[src/rtl/aether_pkg.sv]
// -----------------------------------------------------------------------------
// aether_pkg
// Shared definitions for the trace-logger to UART byte path.
//   UART_BYTE_W  : width of one serial byte
//   ASCII_LF/CR  : line-feed and carriage-return codes used by the optional
//                  LF -> CR LF expansion (macro UART_TX_FIFO_CRLF_EN)
//   crlf_state_t : the two beats of an expanded line feed
//   is_lf()      : helper used wherever a byte is classified as a line feed
// -----------------------------------------------------------------------------
package aether_pkg;

    localparam int UART_BYTE_W = 8;

    localparam logic [UART_BYTE_W-1:0] ASCII_LF = 8'h0A;
    localparam logic [UART_BYTE_W-1:0] ASCII_CR = 8'h0D;

    typedef enum logic [0:0] {
        SEND_CR = 1'b0,
        SEND_LF = 1'b1
    } crlf_state_t;

    // True when the byte is a line feed and would be expanded in CRLF builds.
    function automatic logic is_lf(input logic [UART_BYTE_W-1:0] b);
        return (b == ASCII_LF);
    endfunction

endpackage : aether_pkg

[src/rtl/fifo_ram.sv]
// -----------------------------------------------------------------------------
// fifo_ram
// DEPTH x UART_BYTE_W storage for uart_tx_fifo. One synchronous write port,
// one asynchronous (combinational) read port so the FIFO head is visible in
// the same cycle as the read pointer. The array is intentionally not reset;
// the FIFO pointers decide which entries are meaningful.
// Ports:
//   clk    in   system clock
//   we     in   write enable, sampled on the rising edge
//   waddr  in   write address
//   wdata  in   write data
//   raddr  in   read address
//   rdata  out  mem[raddr], combinational
// -----------------------------------------------------------------------------
module fifo_ram
    import aether_pkg::*;
#(
    parameter int DEPTH = 16,
    parameter int AW    = $clog2(DEPTH)
) (
    input  logic                   clk,
    input  logic                   we,
    input  logic [AW-1:0]          waddr,
    input  logic [UART_BYTE_W-1:0] wdata,
    input  logic [AW-1:0]          raddr,
    output logic [UART_BYTE_W-1:0] rdata
);

    logic [UART_BYTE_W-1:0] mem_r [DEPTH];

    // Synchronous write port; no reset on the data array.
    always_ff @(posedge clk) begin
        if (we) begin
            mem_r[waddr] <= wdata;
        end
    end

    assign rdata = mem_r[raddr];

endmodule : fifo_ram

[src/rtl/uart_tx_fifo.sv]
// -----------------------------------------------------------------------------
// uart_tx_fifo
// Byte FIFO between logger_uart and uart_peripheral. Absorbs logger bursts so
// the error-dump path is not throttled by the UART line rate. Both sides use
// valid/ready. Show-ahead: the head byte is presented combinationally.
//
// Build option: define UART_TX_FIFO_CRLF_EN to send every stored 0x0A as the
// two beats 0x0D, 0x0A. The injected CR is not stored and not counted in level.
//
// Ports:
//   clk        in   system clock, rising edge
//   rst_i      in   asynchronous active-low reset
//   flush      in   synchronous clear; beats any push/pop in the same cycle
//   in_data    in   byte from the logger
//   in_valid   in   in_data valid
//   in_ready   out  a byte can be accepted (not full)
//   out_data   out  byte presented to the UART
//   out_valid  out  out_data valid (not empty)
//   out_ready  in   UART accepts out_data
//   level      out  stored byte count, 0..DEPTH
//
// DEPTH must be a power of two and at least 2.
// -----------------------------------------------------------------------------
module uart_tx_fifo
    import aether_pkg::*;
#(
    parameter int DEPTH = 16
) (
    input  logic                     clk,
    input  logic                     rst_i,
    input  logic                     flush,
    input  logic [UART_BYTE_W-1:0]   in_data,
    input  logic                     in_valid,
    output logic                     in_ready,
    output logic [UART_BYTE_W-1:0]   out_data,
    output logic                     out_valid,
    input  logic                     out_ready,
    output logic [$clog2(DEPTH):0]   level
);

    localparam int AW = $clog2(DEPTH);

    localparam logic [AW:0] PTR_ZERO = {(AW+1){1'b0}};
    localparam logic [AW:0] PTR_ONE  = {{AW{1'b0}}, 1'b1};

    // Pointers carry one extra wrap bit so full and empty are distinguishable.
    logic [AW:0]            wr_ptr_r;
    logic [AW:0]            rd_ptr_r;

    logic                   empty_s;
    logic                   full_s;
    logic                   push_s;
    logic                   pop_s;
    logic                   hold_s;      // handshake consumed by an injected beat
    logic [UART_BYTE_W-1:0] head_s;
    logic [UART_BYTE_W-1:0] out_data_s;

    assign empty_s = (wr_ptr_r == rd_ptr_r);
    assign full_s  = (wr_ptr_r[AW] != rd_ptr_r[AW]) &&
                     (wr_ptr_r[AW-1:0] == rd_ptr_r[AW-1:0]);

    // in_ready looks only at full: a pop this cycle never frees room for a
    // push in the same cycle, which keeps the ready path free of out_ready.
    assign in_ready  = !full_s;
    assign out_valid = !empty_s;
    assign out_data  = out_data_s;
    assign level     = wr_ptr_r - rd_ptr_r;

    assign push_s = in_valid && !full_s && !flush;
    assign pop_s  = out_valid && out_ready && !hold_s && !flush;

    fifo_ram #(
        .DEPTH (DEPTH),
        .AW    (AW)
    ) u_ram (
        .clk   (clk),
        .we    (push_s),
        .waddr (wr_ptr_r[AW-1:0]),
        .wdata (in_data),
        .raddr (rd_ptr_r[AW-1:0]),
        .rdata (head_s)
    );

    // Write pointer: advances on every accepted byte, cleared by flush.
    always_ff @(posedge clk or negedge rst_i) begin
        if (!rst_i) begin
            wr_ptr_r <= PTR_ZERO;
        end else if (flush) begin
            wr_ptr_r <= PTR_ZERO;
        end else if (push_s) begin
            wr_ptr_r <= wr_ptr_r + PTR_ONE;
        end
    end

    // Read pointer: advances only when the stored head byte itself is taken.
    always_ff @(posedge clk or negedge rst_i) begin
        if (!rst_i) begin
            rd_ptr_r <= PTR_ZERO;
        end else if (flush) begin
            rd_ptr_r <= PTR_ZERO;
        end else if (pop_s) begin
            rd_ptr_r <= rd_ptr_r + PTR_ONE;
        end
    end

`ifdef UART_TX_FIFO_CRLF_EN

    localparam logic [0:0] ST_SEND_CR = 1'b0;
    localparam logic [0:0] ST_SEND_LF = 1'b1;

    logic [0:0] crlf_state_r;
    logic [0:0] crlf_state_nxt_s;
    logic       head_is_lf_s;
    logic       beat_hs_s;

    assign head_is_lf_s = is_lf(head_s);
    assign beat_hs_s    = out_valid && out_ready;

    // Output mux: a line-feed head first shows up as CR and holds the pop.
    always_comb begin
        out_data_s = head_s;
        hold_s     = 1'b0;
        case (crlf_state_r)
            ST_SEND_CR: begin
                if (head_is_lf_s) begin
                    out_data_s = ASCII_CR;
                    hold_s     = 1'b1;
                end else begin
                    out_data_s = head_s;
                    hold_s     = 1'b0;
                end
            end
            ST_SEND_LF: begin
                out_data_s = head_s;
                hold_s     = 1'b0;
            end
            default: begin
                out_data_s = head_s;
                hold_s     = 1'b0;
            end
        endcase
    end

    // Next state: only a line-feed head moves the machine; the LF beat pops
    // it and returns to SEND_CR for the next byte.
    always_comb begin
        crlf_state_nxt_s = crlf_state_r;
        case (crlf_state_r)
            ST_SEND_CR: begin
                if (beat_hs_s && head_is_lf_s) begin
                    crlf_state_nxt_s = ST_SEND_LF;
                end else begin
                    crlf_state_nxt_s = ST_SEND_CR;
                end
            end
            ST_SEND_LF: begin
                if (beat_hs_s) begin
                    crlf_state_nxt_s = ST_SEND_CR;
                end else begin
                    crlf_state_nxt_s = ST_SEND_LF;
                end
            end
            default: begin
                crlf_state_nxt_s = ST_SEND_CR;
            end
        endcase
    end

    // CR-pending state register; flush or reset abandons a half-sent pair.
    always_ff @(posedge clk or negedge rst_i) begin
        if (!rst_i) begin
            crlf_state_r <= ST_SEND_CR;
        end else if (flush) begin
            crlf_state_r <= ST_SEND_CR;
        end else begin
            crlf_state_r <= crlf_state_nxt_s;
        end
    end

`else

    // Pass-through: every stored byte, including 0x0A, is a single beat.
    assign out_data_s = head_s;
    assign hold_s     = 1'b0;

`endif

endmodule : uart_tx_fifo
[config.mk]
export PLATFORM = sky130hd
export DESIGN_NAME = uart_tx_fifo
export DESIGN_NICKNAME = d
export VERILOG_FILES = /design/src/rtl/aether_pkg.sv /design/src/rtl/fifo_ram.sv /design/src/rtl/uart_tx_fifo.sv
export SDC_FILE = /design/constraint.sdc
export NUM_CORES = 1
export LEC_CHECK = 0
export CORE_UTILIZATION = 39
export CTS_BUF_LIST = sky130_fd_sc_hd__clkbuf_8
export CTS_CLUSTER_SIZE = 10
export DETAILED_ROUTE_END_ITERATION = 8
export HOLD_SLACK_MARGIN = 0.05
export PLACE_DENSITY = 0.65
export SLEW_MARGIN = 25
export SYNTH_ARGS = -nofsm -noshare
export SYNTH_HDL_FRONTEND = slang
export SYNTH_SLANG_ARGS = --single-unit
[constraint.sdc]
create_clock -name clk -period 2.8 [get_ports clk]
set_input_delay 0.28 -clock clk [delete_from_list [all_inputs] [get_ports clk]]
set_output_delay 0.28 -clock clk [all_outputs]
set_load 0.005 [all_outputs]
==> results.cfg, run 1 <==
[outcome]
outcome = finished clean

[run]
maxCapViolCount = 0

[setup_path]
slowest_stage = mux4_1
required_ps = 2520
crit_chain = buf_12, mux4_1, a22oi_1, nand2_1, clkdlybuf4s50_1
cp-endpoint = out_data[2]
slowest_delay_ps = 570
reg2regPathDepth = 7
r2r-end = u_ram.mem_r[5][1]
critPathLaunch = rd_ptr_r[0]
start_kind = register
endpoint_kind = output port
cp.arrival_ps = 2490
worst-path-max-fanout = 18
path_class = register to output port
timing.rr.start = rd_ptr_r[2]
reg2reg_setup_slack_ps = 520

[detailed_routing]
ant_nets = 0
via_count = 2980
drcViolationCount = 0
via_per_inst = 5.28
first_pass_iters = 5
finalWirelength_mm = 11.3
drt_iter0_markers = 238
wire_per_inst_um = 20.1

[logic_synthesis]
synth-edff-count = 128
yosysWarnings = 0
avgSynthCellArea_um2 = 19.1
synth_seq_area_share_pct = 72.5
syn-cell-area_um2 = 5650
yosys_most_used_dff = edfxtp_1
syn-num-nets = 318
ys_ff_latch = 138
async_flop_share_pct = 7.25
ys_types = 34
synthCells = 295

[clock_tree]
hold_buffers = 0
clock_sinks = 138
clk_pin_slew_ps = 70
tritoncts = yes
numCtsBuffers = 17
clock_tree.root_cell = clkbuf_8
htreeDepth = 4
clk_path_buf_depth = 2
worstSkewPairLatency_ps = 430

[timing]
setup_ws_ps = 31.7
fin_crit_sh_pct = 98.9
max_slew.worst_pin.slew_ps = 604
skew_ps = 11.4
rsz0062_at_grt = yes
slew_violations = 0
final.setup.tns_ps = 0
max_freq_ghz = 0.361
fin_crit_ps = 2770
final_hold_viol_count = 0
setup_viol = 0
relSlewSlack_pct = 59.6

[place]
gp_congestion = 0.793
port_buffers = 27
post-place-ws_ps = 365
hpwlAfterDp_mm = 7.31

[power]
p_leak_nw = 2.34
peakVddDrop_mv = 0.313
power_density_nw_per_um2 = 666

[global_route]
grt_first_pass_wirelength_mm = 17.3
grtUsageTotal_pct = 16.6
grt_pass1_vias = 3042
antenna_found_initial = 0
overflow = 0
grt_max_degree = 36

[layout]
final_core_utilization_pct = 49.0
most-common-layout-cells = edfxtp_1, buf_4, nor2_1
layout.nets = 394
drive_gt1_share_pct = 25.8
syn2layout_area_growth_pct = 21.4
final_common_cell = edfxtp_1
antenna_cells = 0

[floorplan]
die_x_um = 122
core-area_um2 = 14000
start_util_pct = 40.4
fp-row-count = 43
dieArea_um2 = 15000
pin_count = 28
die_h_um = 122

[hold_path]
hold_path.class = input port to async pin
[power by group]
group          internal [mW]  total [mW]  switching, mW
clock                  0.756        1.44          0.683
sequential              2.27        2.29         0.0164
combinational          0.493       0.836          0.343
[registers in the layout, indices dropped and copies added, names as in the netlist]
signal,flops
u_ram.mem_r,128
rd_ptr_r,5
wr_ptr_r,5
[synth_stat cells, types with 3 or more instances]
master / n / area (um^2)
o211ai_1: 3 / 22.5
ha_1: 9 / 113
mux4_2: 23 / 518
a21oi_1: 4 / 20.0
clkbuf_1: 3 / 11.3
buf_6: 3 / 33.8
inv_1: 7 / 26.3
xor2_1: 6 / 52.6
nor2_1: 28 / 105
xnor2_1: 5 / 43.8
a22oi_1: 16 / 120
dfrtp_1: 10 / 250
nand2_1: 14 / 52.6
nand3_1: 3 / 15.0
edfxtp_1: 128 / 3840
mux4_1: 9 / 236
[per-layer routing]
layer | vias up | GRT usage, % | share of wire (%)
li1 | 1348 | - | -
met1 | 1546 | 21.3 | 44
met2 | 78 | 26.7 | 50
met3 | 8 | 6.18 | 5.3
met4 | 0 | 3.89 | 0.83
met5 | - | 0 | 0
[stage by stage]
| stage | cells | cell area (um^2) | hold slack (ps) | power, mW |
|---|---|---|---|---|
| global route | 564 | 6860 | 169 | 4.75 |
| CTS | 555 | 6720 | 160 | 4.50 |
| detailed placement | 521 | 6320 | 619 | 3.03 |
| finish | 564 | 6860 | 169 | 4.57 |
| global placement | 521 | 6320 | 588 | 3.02 |
| floorplan | 295 | 5650 | -15.6 | 2.77 |
[logic make-up after synthesis]
logic type               Yosys count  synth area share [%]
AND/OR/NAND/NOR                   55                  4.23
XOR/XNOR                          12                  1.99
adder cells (fa/ha/maj)           10                  2.35
AO/OA/AOI/OAI                     30                  3.79
flip-flops                       138                  72.5
multiplexers                      33                  13.5
buffers and inverters             17                  1.64
[repair_timing]
| item | CTS | global route |
|---|---|---|
| resized for setup | 2 | 11 |
| setup endpoints to repair | 5 | 9 |
| pin swaps | 0 | 2 |
| cloned | 1 | 1 |
| buffers inserted | 1 | 8 |
[worst min path at each step]
stage / start / slack [ps] / to
2_1_floorplan: rst_i / -20 / rd_ptr_r[0]
3_3_place_gp: rd_ptr_r[3] / 590 / rd_ptr_r[3]
3_5_place_dp: wr_ptr_r[4] / 620 / wr_ptr_r[4]
4_1_cts: rst_i / 160 / rd_ptr_r[4]
5_1_grt: rst_i / 170 / rd_ptr_r[4]
6_report: rst_i / 170 / rd_ptr_r[4]
[worst max-delay path: cells and delay by family, from the launching register on]
family                 cells  cell delay, ps
DFF                        1             420
muxes                      1             570
and+or+nand+nor            1             160
AOI/OAI and AO/OA          1             240
buffers and inverters      2             660
[area by class of cell]
type                            instances  area (um^2)
Tap cell                              180          225
Inverter                                7         26.3
Multi-Input combinational cell        140         1490
Sequential cell                       138         4100
Fill cell                            1152         7130
Timing Repair Buffer                   67          666
Clock inverter                         15          116
Clock buffer                           17          234
Note: power is estimated with default switching activity, not from simulation.
==> run 2, diff against run 1 <==
--- a/config.mk
+++ b/config.mk
@@ -5,12 +5,12 @@
 export SDC_FILE = /design/constraint.sdc
 export NUM_CORES = 1
 export LEC_CHECK = 0
-export CORE_UTILIZATION = 39
+export CORE_UTILIZATION = 40
 export CTS_BUF_LIST = sky130_fd_sc_hd__clkbuf_8
 export CTS_CLUSTER_SIZE = 10
 export DETAILED_ROUTE_END_ITERATION = 8
 export HOLD_SLACK_MARGIN = 0.05
-export PLACE_DENSITY = 0.65
+export PLACE_DENSITY = 0.66
 export SLEW_MARGIN = 25
 export SYNTH_ARGS = -nofsm -noshare
 export SYNTH_HDL_FRONTEND = slang
==> constraint.sdc (replaced) <==
create_clock -name clk -period 2.81 [get_ports clk]
set_input_delay 0.281 -clock clk [delete_from_list [all_inputs] [get_ports clk]]
set_output_delay 0.281 -clock clk [all_outputs]
set_load 0.005 [all_outputs]
==> run 2 against run 1 <==
- critical path depth stayed put
- worst hold slack better by 12 ps
- die area is 2.5% lower
- register-to-register slack better by 130 ps
- combinational power is 9.0% lower
- cell area is 0.69% lower
- total power is 0.45% higher
- clock skew hardly changed
- critical path type unchanged
- non-clock buffer count is 3 lower
- core utilization is 0.23 points higher
==> results.cfg, run 2 (same netlist as run 1, synthesis figures left out) <==
[setup_path]
required_ps = 2530
r2r-end = u_ram.mem_r[5][1]
reg2reg_setup_slack_ps = 650
timing.rr.start = rd_ptr_r[2]
path_class = register to output port
cp.arrival_ps = 2460
critPathLaunch = rd_ptr_r[0]
cp-endpoint = out_data[2]
worst-path-max-fanout = 17
reg2regPathDepth = 7
endpoint_kind = output port
start_kind = register

[timing]
max_slew.worst_pin.slew_ps = 619
final_hold_viol_count = 0
fin_crit_sh_pct = 97.7
skew_ps = 10.9
max_freq_ghz = 0.364
fin_crit_ps = 2740
relSlewSlack_pct = 58.6
slew_violations = 0
rsz0062_at_grt = yes
setup_viol = 0

[layout]
most-common-layout-cells = edfxtp_1, buf_4, nor2_1
largest-register = u_ram.mem_r
reg_top3 = u_ram.mem_r x128, rd_ptr_r x5, wr_ptr_r x5
drive_gt1_share_pct = 25.1
final_core_utilization_pct = 49.2
largest_register_ffs = 128
final_common_cell = edfxtp_1
layout.nets = 391
syn2layout_area_growth_pct = 20.5
stdcell_area_um2 = 6810
antenna_cells = 0

[floorplan]
fp-row-count = 43
dieArea_um2 = 14600
start_util_pct = 40.9
die_h_um = 121
pin_count = 28
die_x_um = 121
core-area_um2 = 13800

[clock_tree]
clk_pin_slew_ps = 70
tritoncts = yes
clock_sinks = 138
numCtsBuffers = 17
worstSkewPairLatency_ps = 440
hold_buffers = 0
clock_tree.root_cell = clkbuf_8
htreeDepth = 4
clk_path_buf_depth = 2

[outcome]
outcome = finished clean

[global_route]
grtUsageTotal_pct = 17.5
antenna_found_initial = 0
grt_pass1_vias = 3113
overflow = 0
grt_max_degree = 36
grt_first_pass_wirelength_mm = 18.1

[power]
p_leak_nw = 2.32
power_density_nw_per_um2 = 674
peakVddDrop_mv = 0.260

[run]
maxCapViolCount = 0

[place]
gp_congestion = 0.777
dpl_cell_area_um2 = 6330
hpwlAfterDp_mm = 7.32
port_buffers = 27

[detailed_routing]
finalWirelength_mm = 11.3
via_per_inst = 5.21
drt_iter0_markers = 233
via_count = 2906
ant_nets = 0
first_pass_iters = 4
drcViolationCount = 0
wire_per_inst_um = 20.3

[hold_path]
hold_path.class = input port to async pin
[run 2: area by class of cell]
cell class	count	area (um^2)
fillers	1104	7020
multi-input cells	140	1480
well taps	180	225
repair buffers	64	612
clock buffers	17	234
clock inverters	12	136
inverters	7	26.3
flip-flops and latches	138	4100
[run 2: report_power, final]
group | internal, mW | switching [mW]
registers | 2.27 | 0.0176
logic | 0.440 | 0.321
clock network | 0.845 | 0.697
total | 3.55 | 1.03
[run 2: worst min-delay path by stage]
stage	endpoint	from	slack, ps	depth (start not counted)
after CTS	wr_ptr_r[4]	rst_i	170	1
after global routing	rd_ptr_r[2]	rst_i	220	1
after detailed placement	rd_ptr_r[3]	rd_ptr_r[3]	620	2
after global placement	rd_ptr_r[3]	rd_ptr_r[3]	590	2
after floorplan	rd_ptr_r[0]	rst_i	-10	0
final	wr_ptr_r[3]	rst_i	180	1
[run 2: worst max-delay path: stages (launching register included)]
cell	delay [ps]
dfrtp_2	440
buf_12	200
mux4_1	590
a22oi_2	210
nand2_1	110
clkdlybuf4s50_1	470
[run 2: metrics by stage]
| step | TNS, ps | hold WS (ps) | std cells | setup WS (ps) | total power, mW |
|---|---|---|---|---|---|
| 2_1_floorplan | 0 | -14.6 | 295 | 172 | 2.76 |
| 3_3_place_gp | 0 | 587 | 522 | 423 | 3.01 |
| 3_5_place_dp | 0 | 618 | 522 | 363 | 3.02 |
| 4_1_cts | 0 | 165 | 553 | 29.7 | 4.59 |
| 5_1_grt | -33.9 | 218 | 558 | -33.9 | 4.78 |
| 6_report | 0 | 180 | 558 | 65.2 | 4.59 |
[run 2: timing repair]
item | 4_1_cts | 5_1_grt
cloned | 1 | 0
buffers inserted | 1 | 5
endpoints found under the setup margin | 6 | 6
resized for setup | 2 | 9
[run 2: per-layer routing]
metal | track usage [%] | vias up | share of wire, %
met2 | 26.9 | 68 | 49
met4 | 7.56 | 0 | 1.7
met3 | 4.29 | 14 | 4.2
met5 | 0 | - | 0
met1 | 23.6 | 1494 | 45
li1 | - | 1330 | -
